$ cat src/rtl/mem_arb_pkg.sv
// -----------------------------------------------------------------------------
// mem_arb_pkg
// Shared definitions for the data-memory arbiter:
//   - port_e     : index of the two masters sharing the data memory
//   - TYPE_*     : 3-bit access-type codes, same encoding as the CPU Type field
//                  and the memory unit (byte/half/word, signed/unsigned)
//   - CNT_W      : width of the port-1 starvation counter
//   - is_load()  : helper that qualifies an issued access as a load
// -----------------------------------------------------------------------------
package mem_arb_pkg;

  typedef enum logic {
    PORT_CPU = 1'b0,
    PORT_DBG = 1'b1
  } port_e;

  localparam logic [2:0] TYPE_B  = 3'b000;
  localparam logic [2:0] TYPE_H  = 3'b001;
  localparam logic [2:0] TYPE_W  = 3'b010;
  localparam logic [2:0] TYPE_BU = 3'b100;
  localparam logic [2:0] TYPE_HU = 3'b101;

  localparam int CNT_W = 4;

  function automatic logic is_load(input logic en, input logic we);
    return en & ~we;
  endfunction

endpackage

$ cat src/rtl/mem_arb_starve_cnt.sv
// -----------------------------------------------------------------------------
// mem_arb_starve_cnt
// Saturating counter used to bound how long port 1 can be starved.
// Ports:
//   CLK      in   clock
//   rst      in   asynchronous active-low reset (count cleared)
//   inc      in   count one more lost cycle
//   clr      in   clear the count (has priority over inc)
//   sat_val  in   saturation value
//   cnt      out  current count
//   sat      out  count has reached sat_val
// -----------------------------------------------------------------------------
module mem_arb_starve_cnt
  import mem_arb_pkg::*;
(
  input  logic             CLK,
  input  logic             rst,
  input  logic             inc,
  input  logic             clr,
  input  logic [CNT_W-1:0] sat_val,
  output logic [CNT_W-1:0] cnt,
  output logic             sat
);

  // >= rather than == keeps the counter stuck at the limit even if sat_val
  // were ever lowered below the current count.
  assign sat = (cnt >= sat_val);

  always_ff @(posedge CLK or negedge rst) begin
    if (!rst) begin
      cnt <= '0;
    end else if (clr) begin
      cnt <= '0;
    end else if (inc && !sat) begin
      cnt <= cnt + 1'b1;
    end
  end

endmodule

$ cat src/rtl/data_mem_arbiter.sv
// -----------------------------------------------------------------------------
// data_mem_arbiter
// Shares one data memory (1-cycle synchronous read, write-first) between the
// CPU load/store path (port 0) and a debug/program-loader master (port 1).
// Port 0 has fixed priority; port 1 is forced through once it has lost
// MAX_WAIT conflicting cycles. One access is issued per cycle and load data
// is routed back to the issuing port one cycle after its grant.
//
// Handshake: a master raises reqN with weN/addrN/wdataN/typeN stable and holds
// them until gntN is seen high in the same cycle; gntN marks the cycle the
// access is issued to memory. A store is complete at its grant. A load returns
// rdataN qualified by rvalidN exactly one cycle after its grant. rvalidN has
// no back-pressure.
//
// Ports:
//   CLK, rst                 clock, asynchronous active-low reset
//   req/we/addr/wdata/type 0,1   request fields of port 0 (CPU) and port 1 (debug)
//   gnt0, gnt1               access issued this cycle (combinational)
//   rvalid0/1, rdata0/1      registered load return (rdata is 0 when not valid)
//   mem_en/we/addr/wdata/type    access to the memory (all 0 when idle)
//   mem_rdata                memory read data, valid the cycle after a load
//   wait_sat                 port-1 starvation counter at MAX_WAIT
// -----------------------------------------------------------------------------
module data_mem_arbiter
  import mem_arb_pkg::*;
#(
  parameter int WIDTH    = 32,
  parameter int MAX_WAIT = 4
)(
  input  logic             CLK,
  input  logic             rst,
  input  logic             req0,
  input  logic             we0,
  input  logic [WIDTH-1:0] addr0,
  input  logic [WIDTH-1:0] wdata0,
  input  logic [2:0]       type0,
  input  logic             req1,
  input  logic             we1,
  input  logic [WIDTH-1:0] addr1,
  input  logic [WIDTH-1:0] wdata1,
  input  logic [2:0]       type1,
  output logic             gnt0,
  output logic             gnt1,
  output logic             rvalid0,
  output logic             rvalid1,
  output logic [WIDTH-1:0] rdata0,
  output logic [WIDTH-1:0] rdata1,
  output logic             mem_en,
  output logic             mem_we,
  output logic [WIDTH-1:0] mem_addr,
  output logic [WIDTH-1:0] mem_wdata,
  output logic [2:0]       mem_type,
  input  logic [WIDTH-1:0] mem_rdata,
  output logic             wait_sat
);

  localparam logic [CNT_W-1:0] SAT_VAL = CNT_W'(MAX_WAIT);

  logic [CNT_W-1:0] wait_cnt;
  logic             cnt_sat;
  logic             cnt_inc;
  logic             rd_pend;
  port_e            rd_owner;

  // ---------------------------------------------------------------------------
  // Grant: port 0 wins conflicts unless port 1 has waited MAX_WAIT cycles.
  // Everything is gated by rst so no access leaks out while in reset.
  // ---------------------------------------------------------------------------
  always_comb begin
    gnt0 = 1'b0;
    gnt1 = 1'b0;
    if (rst) begin
      if (req1 && (!req0 || cnt_sat)) begin
        gnt1 = 1'b1;
      end else if (req0) begin
        gnt0 = 1'b1;
      end
    end
  end

  // Only cycles where port 1 actually asks and loses are counted; a dropped
  // request leaves the count where it was.
  assign cnt_inc  = req1 & ~gnt1;
  assign wait_sat = rst & cnt_sat;

  mem_arb_starve_cnt u_starve_cnt (
    .CLK     (CLK),
    .rst     (rst),
    .inc     (cnt_inc),
    .clr     (gnt1),
    .sat_val (SAT_VAL),
    .cnt     (wait_cnt),
    .sat     (cnt_sat)
  );

  // ---------------------------------------------------------------------------
  // Field mux toward memory; idle cycles drive zeros so the bus is quiet.
  // ---------------------------------------------------------------------------
  always_comb begin
    mem_en    = gnt0 | gnt1;
    mem_we    = 1'b0;
    mem_addr  = '0;
    mem_wdata = '0;
    mem_type  = '0;
    if (gnt1) begin
      mem_we    = we1;
      mem_addr  = addr1;
      mem_wdata = wdata1;
      mem_type  = type1;
    end else if (gnt0) begin
      mem_we    = we0;
      mem_addr  = addr0;
      mem_wdata = wdata0;
      mem_type  = type0;
    end
  end

  // ---------------------------------------------------------------------------
  // Read return: remember whether the issued access was a load and who owns
  // it. A new load may be issued in the same cycle the previous one returns.
  // ---------------------------------------------------------------------------
  always_ff @(posedge CLK or negedge rst) begin
    if (!rst) begin
      rd_pend  <= 1'b0;
      rd_owner <= PORT_CPU;
    end else begin
      rd_pend <= is_load(mem_en, mem_we);
      if (is_load(mem_en, mem_we)) begin
        rd_owner <= gnt1 ? PORT_DBG : PORT_CPU;
      end
    end
  end

  assign rvalid0 = rd_pend & (rd_owner == PORT_CPU);
  assign rvalid1 = rd_pend & (rd_owner == PORT_DBG);
  assign rdata0  = rvalid0 ? mem_rdata : '0;
  assign rdata1  = rvalid1 ? mem_rdata : '0;

endmodule

$ cat config.mk
export PLATFORM = sky130hd
export DESIGN_NAME = data_mem_arbiter
export DESIGN_NICKNAME = d
export VERILOG_FILES = /design/src/rtl/mem_arb_pkg.sv /design/src/rtl/mem_arb_starve_cnt.sv /design/src/rtl/data_mem_arbiter.sv
export SDC_FILE = /design/constraint.sdc
export NUM_CORES = 1
export LEC_CHECK = 0
export ABC_CLOCK_PERIOD_IN_PS = 3400
export CAP_MARGIN = 30
export CORE_AREA = 2 2 119 121
export DETAILED_ROUTE_END_ITERATION = 12
export DIE_AREA = 0 0 121 123
export DONT_BUFFER_PORTS = 1
export GPL_ROUTABILITY_DRIVEN = 1
export PLACE_DENSITY = 0.3
export SYNTH_ARGS = -nofsm -noshare
export SYNTH_HDL_FRONTEND = slang
export SYNTH_HIERARCHICAL = 1
export SYNTH_SLANG_ARGS = --single-unit
$ cat constraint.sdc
create_clock -name CLK -period 3.4 [get_ports CLK]
set_input_delay 0.68 -clock CLK [delete_from_list [all_inputs] [get_ports CLK]]
set_output_delay 0.68 -clock CLK [all_outputs]
set_load 0.01 [all_outputs]
### Word level (Yosys, flattened, before mapping)

Index checks and enable logic that the tools add are counted.

| operators by class | value |
|---|---|
| order comparisons | 1 |
| bitwise operators | 9 |
| multiplexer cells | 18 |
| $add $sub $neg | 1 |
| reductions and logical operators | 6 |

Operator list:

| kind | count |
|---|---|
| 32-bit 2-to-1 mux | 6 |
| 1-bit 2-to-1 mux | 8 |
| 4-bit 2-to-1 mux | 2 |
| 3-bit 2-to-1 mux | 2 |
| 1-bit AND | 5 |
| 4-bit by 1-bit adder with 4-bit output (second input constant) | 1 |
| 4-bit by 3-bit >= comparator with 1-bit output (second input constant) | 1 |
| 1-bit NOT | 3 |
| 1-bit logical AND | 2 |
| 1-bit zero test | 2 |
| 2-bit nonzero test | 1 |
| 1-bit logical OR | 1 |
| 1-bit bitwise OR | 1 |

| storage, ports and cells | value |
|---|---|
| bits of input ports | 172 |
| output and inout port bits | 138 |
| logic and storage cells | 38 |
| bits in registers | 6 |

### Longest topological paths before layout

Gate-level depths: netlist (run 1).

| logic depth | value |
|---|---|
| depth in word-level cells | 10 |
| gate-level depth with buffers | 10 |
| gate-level depth less buffers | 10 |

### By module

The synthesis (run 1) kept the hierarchy.

By module, submodules not included:

| module | cells an instance | instances | seq. area each (um^2) | area an instance (um^2) |
|---|---|---|---|---|
| data_mem_arbiter | 177 | 1 | 50.0 | 1343.8 |
| mem_arb_starve_cnt | 30 | 1 | 100.1 | 296.5 |

### Least setup slack after synthesis (run 1)

OpenSTA, ideal clock, no wires.

| timing path | value |
|---|---|
| kind | flip-flop to output port |
| from | register u_starve_cnt.cnt[1] |
| to | output port mem_addr[10] |
| cell stages (with the launch flop) | 8 |
| arrival time | 1833 ps |
| data required time | 2720 ps |
| buffers on the path | 1 |
| setup slack | 887 ps |
| cell sequence | dfrtp_1 ha_1 o211ai_2 o21ai_0 inv_1 a21oi_4 buf_4 a22o_1 |

| on the way | value |
|---|---|
| word-level cells in the longest chain between the ends | 7 |
| elaborated cells between the ends (all ways) | 9 |
| those cells by class | order compare: 1; mux: 6; reduce/logical: 2 |

Ends and longest elaborated chain:

| element | line | RTL |
|---|---|---|
| start: declaration | mem_arb_starve_cnt.sv:21 | `output logic [CNT_W-1:0] cnt,` |
| start signal: assignment | mem_arb_starve_cnt.sv:35 | `cnt <= cnt + 1'b1;` |
| 4-bit by 3-bit >= comparator with 1-bit output * | mem_arb_starve_cnt.sv:27 | `assign sat = (cnt >= sat_val);` |
| named net cnt_sat | data_mem_arbiter.sv:60 | `logic cnt_sat;` |
| 1-bit logical OR * | data_mem_arbiter.sv:73 | `if (req1 && (!req0 \|\| cnt_sat)) begin` |
| 1-bit logical AND * | data_mem_arbiter.sv:73 |  |
| 1-bit 2-to-1 mux | data_mem_arbiter.sv:73 |  |
| 1-bit 2-to-1 mux | data_mem_arbiter.sv:72 | `if (rst) begin` |
| 32-bit 2-to-1 mux | data_mem_arbiter.sv:110 | `end else if (gnt0) begin` |
| 32-bit 2-to-1 mux * | data_mem_arbiter.sv:105 | `if (gnt1) begin` |
| end: declaration | data_mem_arbiter.sv:50 | `output logic [WIDTH-1:0] mem_addr,` |

Mark *: on every way through the listed nets, which the timed path passes. The rest lies on a longest branch.

### Final worst setup path (run 1)

| timing path | value |
|---|---|
| from | register u_starve_cnt.cnt[3] |
| to | output port mem_addr[2] |

The elaborated chain is that of the path after synthesis.

==> impl_results.md, run 1 <==
- Run status: finished, final reports clean
- Die footprint: about 15000 um^2
- Met2 Use GR: 0.165
- Fin. Hold Viols: 0
- CTS Buf Count: 3
- Drt pass-1 iters: 4
- Setup-failing EPs final: 0
- Iter 0 DRT Violations: 86
- Rows: between 40 and 50
- Slowest-stage cell, CP: dfrtp_1
- Post-synthesis mux area share: 0.00610
- Worst reg2reg setup slack: 0.87 ns
- Final ANT Viol Nets: 0
- Async SR Flop Fraction: 1.00
- Complex-gate fraction of the synthesized area: 0.432
- Worst slack at placement: ~0.64 ns
- TritonCTS clock tree: built
- Root Buffer: clkbuf_16
- Crit Path Max Fanout: 60
- Worst-Skew Late Latency: approximately 0.23 ns
- Clock slew at reported path FFs: roughly 0.04 ns
- I/O Pins: 310
- Internal power component: a little over 0.4 mW
- Worst Skew: 0.00388 ns
- Max cap viols: 0
- Crit path from: u_starve_cnt/cnt[3]
- Worst endpoint required time: around 2.7 ns
- Worst Tran Pin Value: ~0.98 ns
- Path depth of the worst reg2reg path: 10
- Wirelength per Cell: roughly 22 um
- Slew Limit Fails: 0
- Fillers: about 1500
- Cell variety after synth: 33
- Post-route clock period utilization: 0.884
- Synth Area in Simple Gates: 0.307
- Synth warn: 6
- Port Buffer Count: 0
- Remaining DRCs: 0
- Critical R2R Capture: u_starve_cnt/cnt[1]
- Die Y: about 120 um
- Via density per instance: approximately 4.7
- Leak pwr: 0.848 nW
- Slowest stage delay, CP: approximately 0.37 ns
- Area Growth Syn to Fin: 12.9%
- Crit path kind: reg2out
- H-tree depth: 1
- Gr busiest metal: met2
- Dpl hpwl: around 7000 um
- XOR/XNOR Fraction of Synth Area: 0.00534
- Hold slack: about 0.14 ns
- Highest clock rate: about 0.33 GHz
- Share of post-route cells with drive strength above 1: 0.0825
- Antenna violations before repair: 1
- Cell family with most CP delay: compound AO/OA/AOI/OAI gates
- Seq pwr share: 0.143
- First-pass GRT wire length: 10200 um
- Starting Density: 0.121
- Met3 usage: 0.0470
- Placer Congestion: approximately 0.89
- Core Util, Final: 0.136
- Sw Ratio: 0.469
- Worst Hold Class: in2async
- Clock buffer depth: 2
- Minimum clock period: 3.01 ns
- Setup crit end kind: output pin
- Cells after Synth: 207
- Data arrival, critical path: ~2.3 ns
- DP Area: around 1800 um^2
- Synth Register Bits: 6
- GRT Residual Overflow: 0
- WL final: ~8400 um
- Vias in the first global route: roughly 1500
- Main synth FF type: dfrtp_1
- # placed instances: 371
- Largest net degree at the start of global routing: between 60 and 70
- GRT Util Overall: 0.0940
- Clk pwr share: 0.248
- PwrDens: between 400 and 500 nW/um^2
- Setup bufs post-CTS: 0
- Main combinational cell family by area after synthesis: compound AO/OA/AOI/OAI gates
- Final Instance Area: ~1900 um^2
- Sequential-to-total area share from yosys stat: 0.0915
- M1 GR Usage: 0.0950
- FF-to-FF Start: u_starve_cnt/cnt[3]
- Clk sinks: 6
- Core Area: 13600 um^2
- Crit start category: flop
- Mapped Avg Cell Area: 7.92 um^2
- Setup TNS: 0 ns
- CTS Hold Bufs: 0
- Logic pwr share: 0.608
- Final net count: roughly 370
- P_sw: ~0.37 mW
- Post-synth EDFFs: 0
- Worst Path Buf+Inv: 2
- Power consumption: approximately 0.78 mW
- CTS resizes: 0
- Unrepaired setup endpoints after global routing: false
- Max-slew headroom: 0.341
- Maximum vdd drop: ~0.1 mV
- Synth Area in Adders: 0.0381
- Crit-path cells: ha_1, o211ai_2, o21ai_0, inv_1, a21oi_4, buf_12, a22o_1
- Finished Layout Cells: 375
- Synthesized area: 1640 um^2
- Final setup margin: roughly 0.4 ns
- DIE WIDTH: between 100 and 150 um
- Via count: roughly 1800
==> layout make-up <==
cell class	count	area, um^2	share of cell area
antenna	1	2.50	0.00135
clock buffer	3	75.1	0.0405
inverter	7	26.3	0.0142
multi-input combinational	173	1310	0.707
sequential	6	150	0.0811
tap	180	225	0.122
timing repair buffer	5	62.6	0.0338
==> registers in the layout (all words and copies together), names as in the netlist <==
register	flops
rd_pend	1
u_starve_cnt/cnt	4
rd_owner	1
==> logic make-up after synthesis <==
family | Yosys count
AND/OR/NAND/NOR | 80
AO/OA/AOI/OAI | 82
buffers and inverters | 30
multiplexers | 1
adder cells (fa/ha/maj) | 5
flip-flops | 6
other | 2
XOR/XNOR | 1
==> metal layers <==
| layer | vias up | part of all wire |
|---|---|---|
| li1 | 761 | - |
| met1 | 803 | 0.32 |
| met2 | 182 | 0.51 |
| met3 | 13 | 0.14 |
| met4 | 0 | 0.032 |
| met5 | - | 0 |
==> cell usage after synthesis (2+ instances only) <==
cell type | number | share of area
clkbuf_1 | 8 | 0.018
buf_6 | 9 | 0.062
conb_1 | 2 | 0.0046
and3_1 | 32 | 0.12
dfrtp_1 | 6 | 0.092
or3_1 | 2 | 0.0076
ha_1 | 5 | 0.038
inv_1 | 7 | 0.016
a21oi_1 | 2 | 0.0061
o211ai_2 | 2 | 0.015
a22o_1 | 67 | 0.36
nand2_1 | 2 | 0.0046
and2_1 | 35 | 0.13
buf_2 | 5 | 0.015
o21ai_0 | 4 | 0.012
nor2_1 | 2 | 0.0046
==> worst max-delay path by stage <==
stage / endpoint / slack (ns) / depth (start not counted)
global route: mem_type[2] / 0.21 / 7
floorplan: mem_addr[10] / 0.89 / 7
detailed placement: mem_type[2] / 0.64 / 7
CTS: mem_type[2] / 0.37 / 7
finish: mem_addr[2] / 0.39 / 7
global placement: mem_type[2] / 0.68 / 7
==> power groups by stage <==
stage	Combinational [mW]	Sequential (mW)	Clock [mW]
3_3_place_gp	0.473	0.113	0
3_5_place_dp	0.474	0.114	0
2_1_floorplan	0.412	0.111	0
5_1_grt	0.523	0.116	0.200
6_report	0.476	0.112	0.194
4_1_cts	0.479	0.112	0.197
==> placed cells by master, fill, tap and decap left out, types with 3 or more instances in the layout <==
cell	netlist	final
and2_1	35	35
dfrtp_1	6	6
conb_1	2	4
a22o_1	67	67
o21ai_0	4	4
and3_1	32	32
clkbuf_16	0	3
buf_4	1	3
ha_1	5	5
inv_1	7	7
==> worst register-to-register path, cell delays in order, from the launching register on <==
cell and delay, ns:
dfrtp_1 0.37, ha_1 0.32, o211ai_2 0.11, o21ai_0 0.36, inv_1 0.14, a21oi_4 0.20, buf_4 0.26, and2b_1 0.21
o211ai_2 0.13, mux2i_1 0.25, nor2_1 0.05
No activity file was read; power rests on OpenSTA's default activity.
==> run 2: changes to the inputs <==
Settings changed: ABC_CLOCK_PERIOD_IN_PS 3400 to 3900, SLEW_MARGIN from default to 20.
Clock period 3.4 ns to 3.9 ns, I/O delays scaled along.
==> run 2 against run 1 <==
  * Power fell by 13%
  * Via count increased by 0.80%
  * Count of clock-buffer cells in the layout unchanged
  * Design area is 0.47% lower
  * Sequential power down 9.8%
  * Critical path depth unchanged
  * First-iteration DRC count decreased by 23%
  * Global-route usage down 0.15 points
  * Combinational power shrank 14%
  * Die area did not move
  * Clock skew shrank 0.0010 ns
  * Routed wire length down 0.45%
  * Critical endpoint is now mem_addr[23]
==> impl_results.md, run 2 (synthesis gave the netlist of run 1 again) <==
- Run status: finished, final reports clean
- Clk sinks: 6 (unchanged)
- Most frequent cells in the layout: a22o_1, and2_1, and3_1, inv_1, dfrtp_1
- Seq pwr share: 0.149 (+0.006)
- Leak pwr: 0.845 nW (-0.32%)
- Crit start category: flop
- Worst Tran Pin Value: 0.635 ns (-0.349 ns)
- DIE WIDTH: 121 um (unchanged)
- Worst endpoint required time: 3.12 ns (+0.40 ns)
- Slew Limit Fails: 0 (unchanged)
- GRT Util Overall: 0.0925 (-0.00146)
- Worst-Skew Late Latency: 0.23 ns (about the same)
- Crit-path cells: ha_1, o211ai_2, o21ai_0, and2_1, nor2_4, buf_4, a22o_1
- Worst Skew: 0.00285 ns (-0.00103 ns)
- Max cap viols: 0 (unchanged)
- Die footprint: 14900 um^2 (unchanged)
- TritonCTS clock tree: built
- P_sw: 0.317 mW (-14%)
- Via count: 1773 (+0.80%)
- Data arrival, critical path: 2.59 ns (+0.26 ns)
- Power consumption: 0.677 mW (-13%)
- Clk pwr share: 0.249 (about the same)
- H-tree depth: 1 (unchanged)
- Iter 0 DRT Violations: 66 (-23%)
- Crit Path Max Fanout: 67 (+12%)
- Worst Hold Class: in2async
- Die Y: 123 um (unchanged)
- Minimum clock period: about 3.4 ns
- Vias in the first global route: 1555 (+0.71%)
- Root Buffer: clkbuf_16
- Sw Ratio: 0.468 (-0.000604)
- Setup TNS: 0 ns (unchanged)
- Setup-failing EPs final: 0 (unchanged)
- Setup bufs post-CTS: 0 (unchanged)
- Hold slack: 0.247 ns (+0.104 ns)
- Placer Congestion: 0.881 (-0.88%)
- First-pass GRT wire length: 9900 um (-2.5%)
- Logic pwr share: 0.603 (-0.005)
- Max FFs per register: 4 (unchanged)
- Via density per instance: 4.73 (+0.80%)
- Rows: 43 (unchanged)
- Post-route clock period utilization: 0.864
- Dpl hpwl: 7080 um (+0.14%)
- WL final: 8320 um (-0.45%)
- Slowest stage delay, CP: 0.54 ns (+0.17 ns)
- CTS resizes: 0 (unchanged)
- Largest register by flop count: u_starve_cnt/cnt
- Wirelength per Cell: 22.2 um (-0.45%)
- Unrepaired setup endpoints after global routing: false
- Starting Density: 0.121 (unchanged)
- Port Buffer Count: 0 (unchanged)
- Area Growth Syn to Fin: 12.4%
- CTS Buf Count: 3 (unchanged)
- Remaining DRCs: 0 (unchanged)
- Share of post-route cells with drive strength above 1: 0.0825 (unchanged)
- GRT Residual Overflow: 0 (unchanged)
- I/O Pins: 310 (unchanged)
- Maximum vdd drop: 0.132 mV (+31%)
- Highest clock rate: between 0.2 and 0.3 GHz
- Internal power component: 0.360 mW (-13%)
- CTS Hold Bufs: 0 (unchanged)
- DP Area: 1750 um^2 (-1.1%)
- Largest net degree at the start of global routing: 71 (+4.4%)
- Drt pass-1 iters: 4 (unchanged)
- Slowest-stage cell, CP: buf_4
- Biggest registers after layout: u_starve_cnt/cnt: 4 flops, rd_owner: 1 flops, rd_pend: 1 flops
- Antenna violations before repair: 1 (unchanged)
- Setup crit end kind: output pin
- Max-slew headroom: 0.577 (+0.235)
- Clock slew at reported path FFs: 0.04 ns (about the same)
- Commonest non-fill, non-tap cell in the layout: a22o_1
- Core Area: 13600 um^2 (unchanged)
- Worst Path Buf+Inv: 1 (-1)
- PwrDens: 367 nW/um^2 (-13%)
- Final Instance Area: 1840 um^2 (-0.47%)
- Cell family with most CP delay: compound AO/OA/AOI/OAI gates
- Fin. Hold Viols: 0 (unchanged)
- Final ANT Viol Nets: 0 (unchanged)
- Final net count: 373 (unchanged)
- Crit path kind: reg2out
- Clock buffer depth: 2 (unchanged)
==> run 2: cell types whose count changed in the layout (fill, tap and decap cells not counted) <==
cell / previous run / this run
buf_12: 2 / 1
buf_6: 0 / 1
==> run 2: routing by layer <==
metal	track usage	part of all wire	vias to the layer above	wire, um
met5	0	0	-	0
met4	0.0392	0.038	0	320
met3	0.0517	0.14	14	1160
met2	0.165	0.51	165	4240
met1	0.0874	0.31	832	2590
li1	-	-	762	-
==> run 2: per-stage QoR <==
step                      setup WS (ns)   util  cells
after global routing              0.322  0.135    375
after CTS                         0.525  0.134    373
final                             0.531  0.135    375
after floorplan                    1.29      -    209
after detailed placement          0.774  0.129    370
after global placement            0.840  0.129    370
==> run 2: worst register-to-register path, stage by stage (launching register included) <==
cell      delay [ns]
dfrtp_1         0.39
ha_1            0.33
o211ai_2        0.10
o21ai_0         0.38
inv_1           0.14
a21oi_4         0.32
and2b_1         0.23
o211ai_2        0.12
mux2i_1         0.22
nor2_1          0.05
==> run 2: final cells by class <==
cell class | count | area (um^2)
multi-input combinational | 173 | 1310
clock buffer | 3 | 75.1
fill | 1541 | 11800
tap | 180 | 225
inverter | 7 | 26.3
antenna | 1 | 2.50
sequential | 6 | 150
timing repair buffer | 5 | 53.8
==> run 2: final timing paths <==
kind                                          start                  end  slack [ns]  cells past startpoint
min in group CLK                u_starve_cnt/cnt[3]  u_starve_cnt/cnt[3]        0.58                      2
worst max register to register  u_starve_cnt/cnt[3]  u_starve_cnt/cnt[1]        1.49                      9
worst min-delay path                            rst  u_starve_cnt/cnt[0]        0.25                      0
max in group asynchronous                       rst  u_starve_cnt/cnt[1]        3.58                      0
worst min register to register  u_starve_cnt/cnt[3]  u_starve_cnt/cnt[3]        0.58                      2
worst max-delay path            u_starve_cnt/cnt[1]         mem_addr[23]        0.53                      7
==> run 2: power by group through the flow <==
stage          Clock, mW  Sequential, mW  Combinational [mW]
5_1_grt            0.177           0.103               0.449
3_5_place_dp           0           0.101               0.407
2_1_floorplan          0          0.0968               0.359
6_report           0.168           0.101               0.408
4_1_cts            0.174           0.100               0.410
3_3_place_gp           0           0.101               0.407
